$ cat config.mk
export PLATFORM = sky130hd
export DESIGN_NAME = cdc_pkt_arbiter
export DESIGN_NICKNAME = d
export VERILOG_FILES = /design/src/rtl/cdc_pkt_arbiter.sv
export SDC_FILE = /design/constraint.sdc
export NUM_CORES = 1
export LEC_CHECK = 0
export CAP_MARGIN = 0
export CORE_MARGIN = 4
export CORE_UTILIZATION = 39
export DETAILED_ROUTE_END_ITERATION = 7
export PLACE_DENSITY = 0.8
export SLEW_MARGIN = 20
export SYNTH_ARGS = -nofsm -noshare
export SYNTH_HDL_FRONTEND = slang
export SYNTH_SLANG_ARGS = --single-unit
$ cat constraint.sdc
create_clock -name clk_axi -period 2.54 [get_ports clk_axi]
set_clock_uncertainty 0.1 [all_clocks]
set_input_delay 0.508 -clock clk_axi [delete_from_list [all_inputs] [get_ports clk_axi]]
set_output_delay 0.508 -clock clk_axi [all_outputs]
set_load 0.02 [all_outputs]
$ cat src/rtl/cdc_pkt_arbiter.sv
// cdc_pkt_arbiter: packet-locked round-robin arbiter feeding the AXI-side CDC FIFO.
// Define RAVENOC_ARB_STATS_EN to add per-requester saturating packet counters.
module cdc_pkt_arbiter #(
    parameter int N_REQ      = 4,
    parameter int FLIT_WIDTH = 34,
    parameter int CNT_WIDTH  = 16
) (
    input  logic                        clk_axi,
    input  logic                        arst_axi,
    input  logic [N_REQ-1:0]            req_valid_i,
    input  logic [N_REQ*FLIT_WIDTH-1:0] req_data_i,
    input  logic [N_REQ-1:0]            req_tail_i,
    output logic [N_REQ-1:0]            req_ready_o,
    output logic                        flit_valid_o,
    output logic [FLIT_WIDTH-1:0]       flit_data_o,
    output logic                        flit_tail_o,
    input  logic                        flit_ready_i,
    output logic [$clog2(N_REQ)-1:0]    grant_id_o,
    output logic                        busy_o
`ifdef RAVENOC_ARB_STATS_EN
    ,
    input  logic                        stats_clr_i,
    output logic [N_REQ*CNT_WIDTH-1:0]  pkt_cnt_o
`endif
);

    localparam int IW = $clog2(N_REQ);

    typedef enum logic {
        IDLE,
        LOCKED
    } state_t;

    state_t                state;
    state_t                state_d;
    logic [IW-1:0]         rr_ptr;
    logic [IW-1:0]         rr_d;
    logic [IW-1:0]         owner;
    logic [IW-1:0]         owner_d;
    logic [IW-1:0]         win;
    logic [IW-1:0]         sel;
    logic                  found;
    logic                  slot_free;
    logic                  hs;
    logic [FLIT_WIDTH-1:0] data_a [N_REQ];

    // Modular add that also wraps correctly for non-power-of-2 N_REQ.
    function automatic logic [IW-1:0] rr_add(input logic [IW-1:0] base,
                                             input int k);
        int s;
        s = int'(base) + k;
        if (s >= N_REQ) s = s - N_REQ;
        return IW'(s);
    endfunction

    always_comb begin
        for (int i = 0; i < N_REQ; i++) begin
            data_a[i] = req_data_i[i*FLIT_WIDTH +: FLIT_WIDTH];
        end
    end

    assign slot_free = !flit_valid_o || flit_ready_i;
    assign busy_o    = (state == LOCKED) || flit_valid_o;

    always_comb begin
        found = 1'b0;
        win   = '0;
        for (int k = 0; k < N_REQ; k++) begin
            if (!found && req_valid_i[rr_add(rr_ptr, k)]) begin
                found = 1'b1;
                win   = rr_add(rr_ptr, k);
            end
        end
    end

    always_comb begin
        state_d     = state;
        rr_d        = rr_ptr;
        owner_d     = owner;
        req_ready_o = '0;
        sel         = win;
        hs          = 1'b0;
        unique case (state)
            IDLE: begin
                if (slot_free && found) begin
                    req_ready_o[win] = 1'b1;
                    hs               = 1'b1;
                    if (req_tail_i[win]) begin
                        rr_d = rr_add(win, 1);
                    end else begin
                        state_d = LOCKED;
                        owner_d = win;
                    end
                end
            end
            LOCKED: begin
                sel                = owner;
                req_ready_o[owner] = slot_free;
                hs = slot_free && req_valid_i[owner];
                if (hs && req_tail_i[owner]) begin
                    state_d = IDLE;
                    rr_d    = rr_add(owner, 1);
                end
            end
            default: begin
                state_d = IDLE;
            end
        endcase
        // Nobody is readied while the block is held in reset.
        if (!arst_axi) begin
            req_ready_o = '0;
            hs          = 1'b0;
        end
    end

    always_ff @(posedge clk_axi or negedge arst_axi) begin
        if (!arst_axi) begin
            state  <= IDLE;
            rr_ptr <= '0;
            owner  <= '0;
        end else begin
            state  <= state_d;
            rr_ptr <= rr_d;
            owner  <= owner_d;
        end
    end

    always_ff @(posedge clk_axi or negedge arst_axi) begin
        if (!arst_axi) begin
            flit_valid_o <= 1'b0;
            flit_data_o  <= '0;
            flit_tail_o  <= 1'b0;
            grant_id_o   <= '0;
        end else if (hs) begin
            flit_valid_o <= 1'b1;
            flit_data_o  <= data_a[sel];
            flit_tail_o  <= req_tail_i[sel];
            grant_id_o   <= sel;
        end else if (flit_ready_i) begin
            flit_valid_o <= 1'b0;
        end
    end

`ifdef RAVENOC_ARB_STATS_EN
    logic [CNT_WIDTH-1:0] cnt_q [N_REQ];

    always_ff @(posedge clk_axi or negedge arst_axi) begin
        if (!arst_axi) begin
            for (int i = 0; i < N_REQ; i++) cnt_q[i] <= '0;
        end else if (stats_clr_i) begin
            for (int i = 0; i < N_REQ; i++) cnt_q[i] <= '0;
        end else if (hs && req_tail_i[sel] && (cnt_q[sel] != '1)) begin
            cnt_q[sel] <= cnt_q[sel] + 1'b1;
        end
    end

    always_comb begin
        for (int i = 0; i < N_REQ; i++) begin
            pkt_cnt_o[i*CNT_WIDTH +: CNT_WIDTH] = cnt_q[i];
        end
    end
`endif

endmodule

==> out/metrics.csv <==
stage,metric,value,unit
run_status,status,completed,
floorplan,top-level I/O count,190,
setup_path,Critical Path End Type,output pin,
layout,register area,0.00108,mm^2
floorplan,total core area,0.00995,mm^2
synth,synthesis-stage register bit count,43,
floorplan,DIE AREA,0.0121,mm^2
power,Leak,2.74,nW
sta,Sum Neg Setup Slack,0,ns
cts,CTS tree,built,
floorplan,# rows,36,
power,VDD IR-drop max,850,uV
setup_path,Max stage delay on crit path,0.27,ns
grt,largest net degree at the start of global routing,54,
route,1st-iter DRT viols,395,
sta,Fmax,0.408,GHz
layout,"commonest cells after routing, fill and taps aside","180 x clkdlybuf4s50_1, 163 x nand2_1, 53 x a21oi_1",
hold_path,Worst Hold Class,in -> async,
layout,Final Core Density,66.4,%
sta,Final Hold Viols,0,
layout,ant diodes,0,
layout,area occupied by multi-input gates,0.00287,mm^2
cts,CTS Buf Count,5,
setup_path,critical setup path kind,in -> out,
placement,Placed Area,0.00640,mm^2
setup_path,Worst Setup SP,req_valid_i[0],
power,overall power,6.79,mW
sta,post-route setup slack,0.0865,ns
sta,fin crit share,96.6,%
layout,fill count,816,
synth,Synth Flop Type,dfrtp_1,
setup_path,Reg-to-Reg Start,rr_ptr[1],
power,pwr/cell area,1030,mW/mm^2
power,Int Power,3.60,mW
cts,hold_buf cts,0,
route,DRC Markers,0,
layout,Final Instance Area,0.00661,mm^2
synth,register area share after synthesis,26.5,%
route,DR pass1 iterations,5,
floorplan,die span in x,110,um
setup_path,CP max FO,4,
placement,HPWL after DPL,11700,um
cts,H-tree depth,2,
setup_path,CP Launch Type,primary input,
setup_path,Bufs and invs on worst path,3,
placement,Placed Cells,888,
sta,RSZ-0062 raised after global routing,true,
sta,minimum clock period,2.45,ns
run,# Max-Cap Violations,0,
cts,CTS Buffer Depth,2,
route,Vias,5234,
setup_path,Crit path max-delay family,buffers and inverters,
synth,post-synthesis net count,712,
setup_path,Worst EP arrival,1.85,ns
power,clock network power share,7.1,%
sta,max-slew violations,0,
layout,count of nets after finishing,913,
grt,antenna violations before repair,0,
cts,Root Buffer,clkbuf_8,
sta,Worst-Margin Slew,0.685,ns
synth,synth unique cells,43,
route,Wirelength per Cell,18.1,um
route,WL final,16300,um
setup_path,critical path required time,1.93,ns
layout,"most common cell after layout, fill and taps aside",clkdlybuf4s50_1,
power,part of the power in registers,20.1,%
placement,Buffers on Ports,189,
placement,Setup WS pre-CTS,-0.651,ns
synth,Async SR Flop Fraction,100,%
synth,Mapped Avg Cell Area,7.18,um^2
grt,Total GRT Usage,25.7,%
cts,clock sink count,43,
cts,"Clk pin slew, worst setup/hold paths",0.09,ns
layout,fin cells,900,
sta,hold_ws,0.107,ns
synth,Gate Count Post-Synth,565,
route,via-per-instance ratio,5.82,
route,ANT nets after route,0,
sta,"Setup violations, final",0,
placement,Routability Congestion,0.946,
power,combinational share of power,72.8,%
grt,first-pass GRT wire length,25000,um
synth,Yosys warnings,0,
layout,layout cell share with drive strength beyond 1,16.4,%
sta,Slew Limit Headroom,54.4,%
power,Sw Ratio,47.0,%
synth,number of synthesized flops with an enable pin,0,
power,NetSw,3.19,mW
floorplan,Initial Utilization,40.8,%
synth,Mapped Area,0.00406,mm^2
setup_path,CP max stage cell,o211ai_1,
cts,clk_lat worst skew,0.29,ns
grt,remaining global-route overflow,0,
grt,vias in the first global route,5221,
layout,synth-to-layout area growth,62.9,%
setup_path,cells along the critical path,clkdlybuf4s15_1 -> and2_4 -> o211ai_1 -> buf_4 -> a21oi_4 -> a32oi_1 -> nor2_1 -> buf_2,
floorplan,chip height,110,um
worst register-to-register path: stages (launching register included):
cell and delay (ns):
dfrtp_2 0.47, or3b_4 0.44, o221ai_4 0.11, buf_4 0.21, mux2i_1 0.10, a22oi_1 0.29
nor2b_4 0.23, mux2_1 0.33
registers in the layout, summed over array words and instances, names as in the netlist:
name	count
state	1
grant_id_o	2
flit_valid_o	1
rr_ptr	2
owner	2
flit_data_o	34
flit_tail_o	1
per-layer routing:
metal | wire length (um) | track usage [%]
met5 | 0 | 0
met2 | 8330 | 46.3
met3 | 1370 | 3.15
met1 | 6340 | 32.2
met4 | 242 | 6.68
final timing paths:
| path | cells past startpoint | slack, ns | endpoint |
|---|---|---|---|
| worst max register to register | 7 | 0.16 | rr_ptr[0] |
| worst min-delay path | 2 | 0.11 | flit_data_o[14] |
| worst min register to register | 2 | 0.40 | grant_id_o[1] |
| worst max-delay path | 8 | 0.09 | req_ready_o[1] |
| min in group clk_axi | 2 | 0.40 | grant_id_o[1] |
| max in group asynchronous | 2 | 1.69 | owner[0] |
power groups by stage:
stage                     Combinational, mW  Sequential [mW]  Clock, mW
after floorplan                        2.56             1.59          0
after global placement                 4.67             1.32          0
after detailed placement               4.79             1.34          0
after CTS                              4.87             1.34      0.489
after global routing                   5.33             1.40      0.527
final                                  4.94             1.36      0.482
repair_timing:
action | 4_1_cts | 5_1_grt
endpoints found under the hold margin | 0 | 0
setup buffers | 2 | 2
resized for setup | 38 | 10
pin swaps | 4 | 5
endpoints found under the setup margin | 43 | 17
area by class of cell:
| type | count | area share [%] |
|---|---|---|
| Multi-Input combinational cell | 468 | 43.4 |
| Timing Repair Buffer | 243 | 35.9 |
| Sequential cell | 43 | 16.4 |
| Tap cell | 133 | 2.52 |
| Clock buffer | 8 | 1.51 |
| Inverter | 5 | 0.284 |
logic make-up (layout without fill, tap and decap cells):
logic type / Yosys count / count (layout) / synth area share (%)
flip-flops: 43 / 43 / 26.5
AO/OA/AOI/OAI: 173 / 173 / 28.0
buffers and inverters: 54 / 256 / 5.55
AND/OR/NAND/NOR: 231 / 231 / 23.1
XOR/XNOR: 1 / 1 / 0.216
multiplexers: 63 / 63 / 16.6
synthesized netlist by cell type, types with 5 or more instances:
master	n	area share (%)
a31oi_1	19	2.9
clkbuf_1	29	2.7
a221oi_1	17	3.7
nand3_1	19	2.3
o21ai_0	26	3.2
mux2_2	33	9.2
o221ai_1	16	3.5
nor2_1	31	2.9
inv_1	5	0.46
dfrtp_1	43	27
a21oi_1	56	6.9
a211oi_1	20	3.7
buf_1	6	0.55
mux2i_1	28	6.9
nand2_1	163	15
buf_2	12	1.5
(Power assumes the default switching activity.)
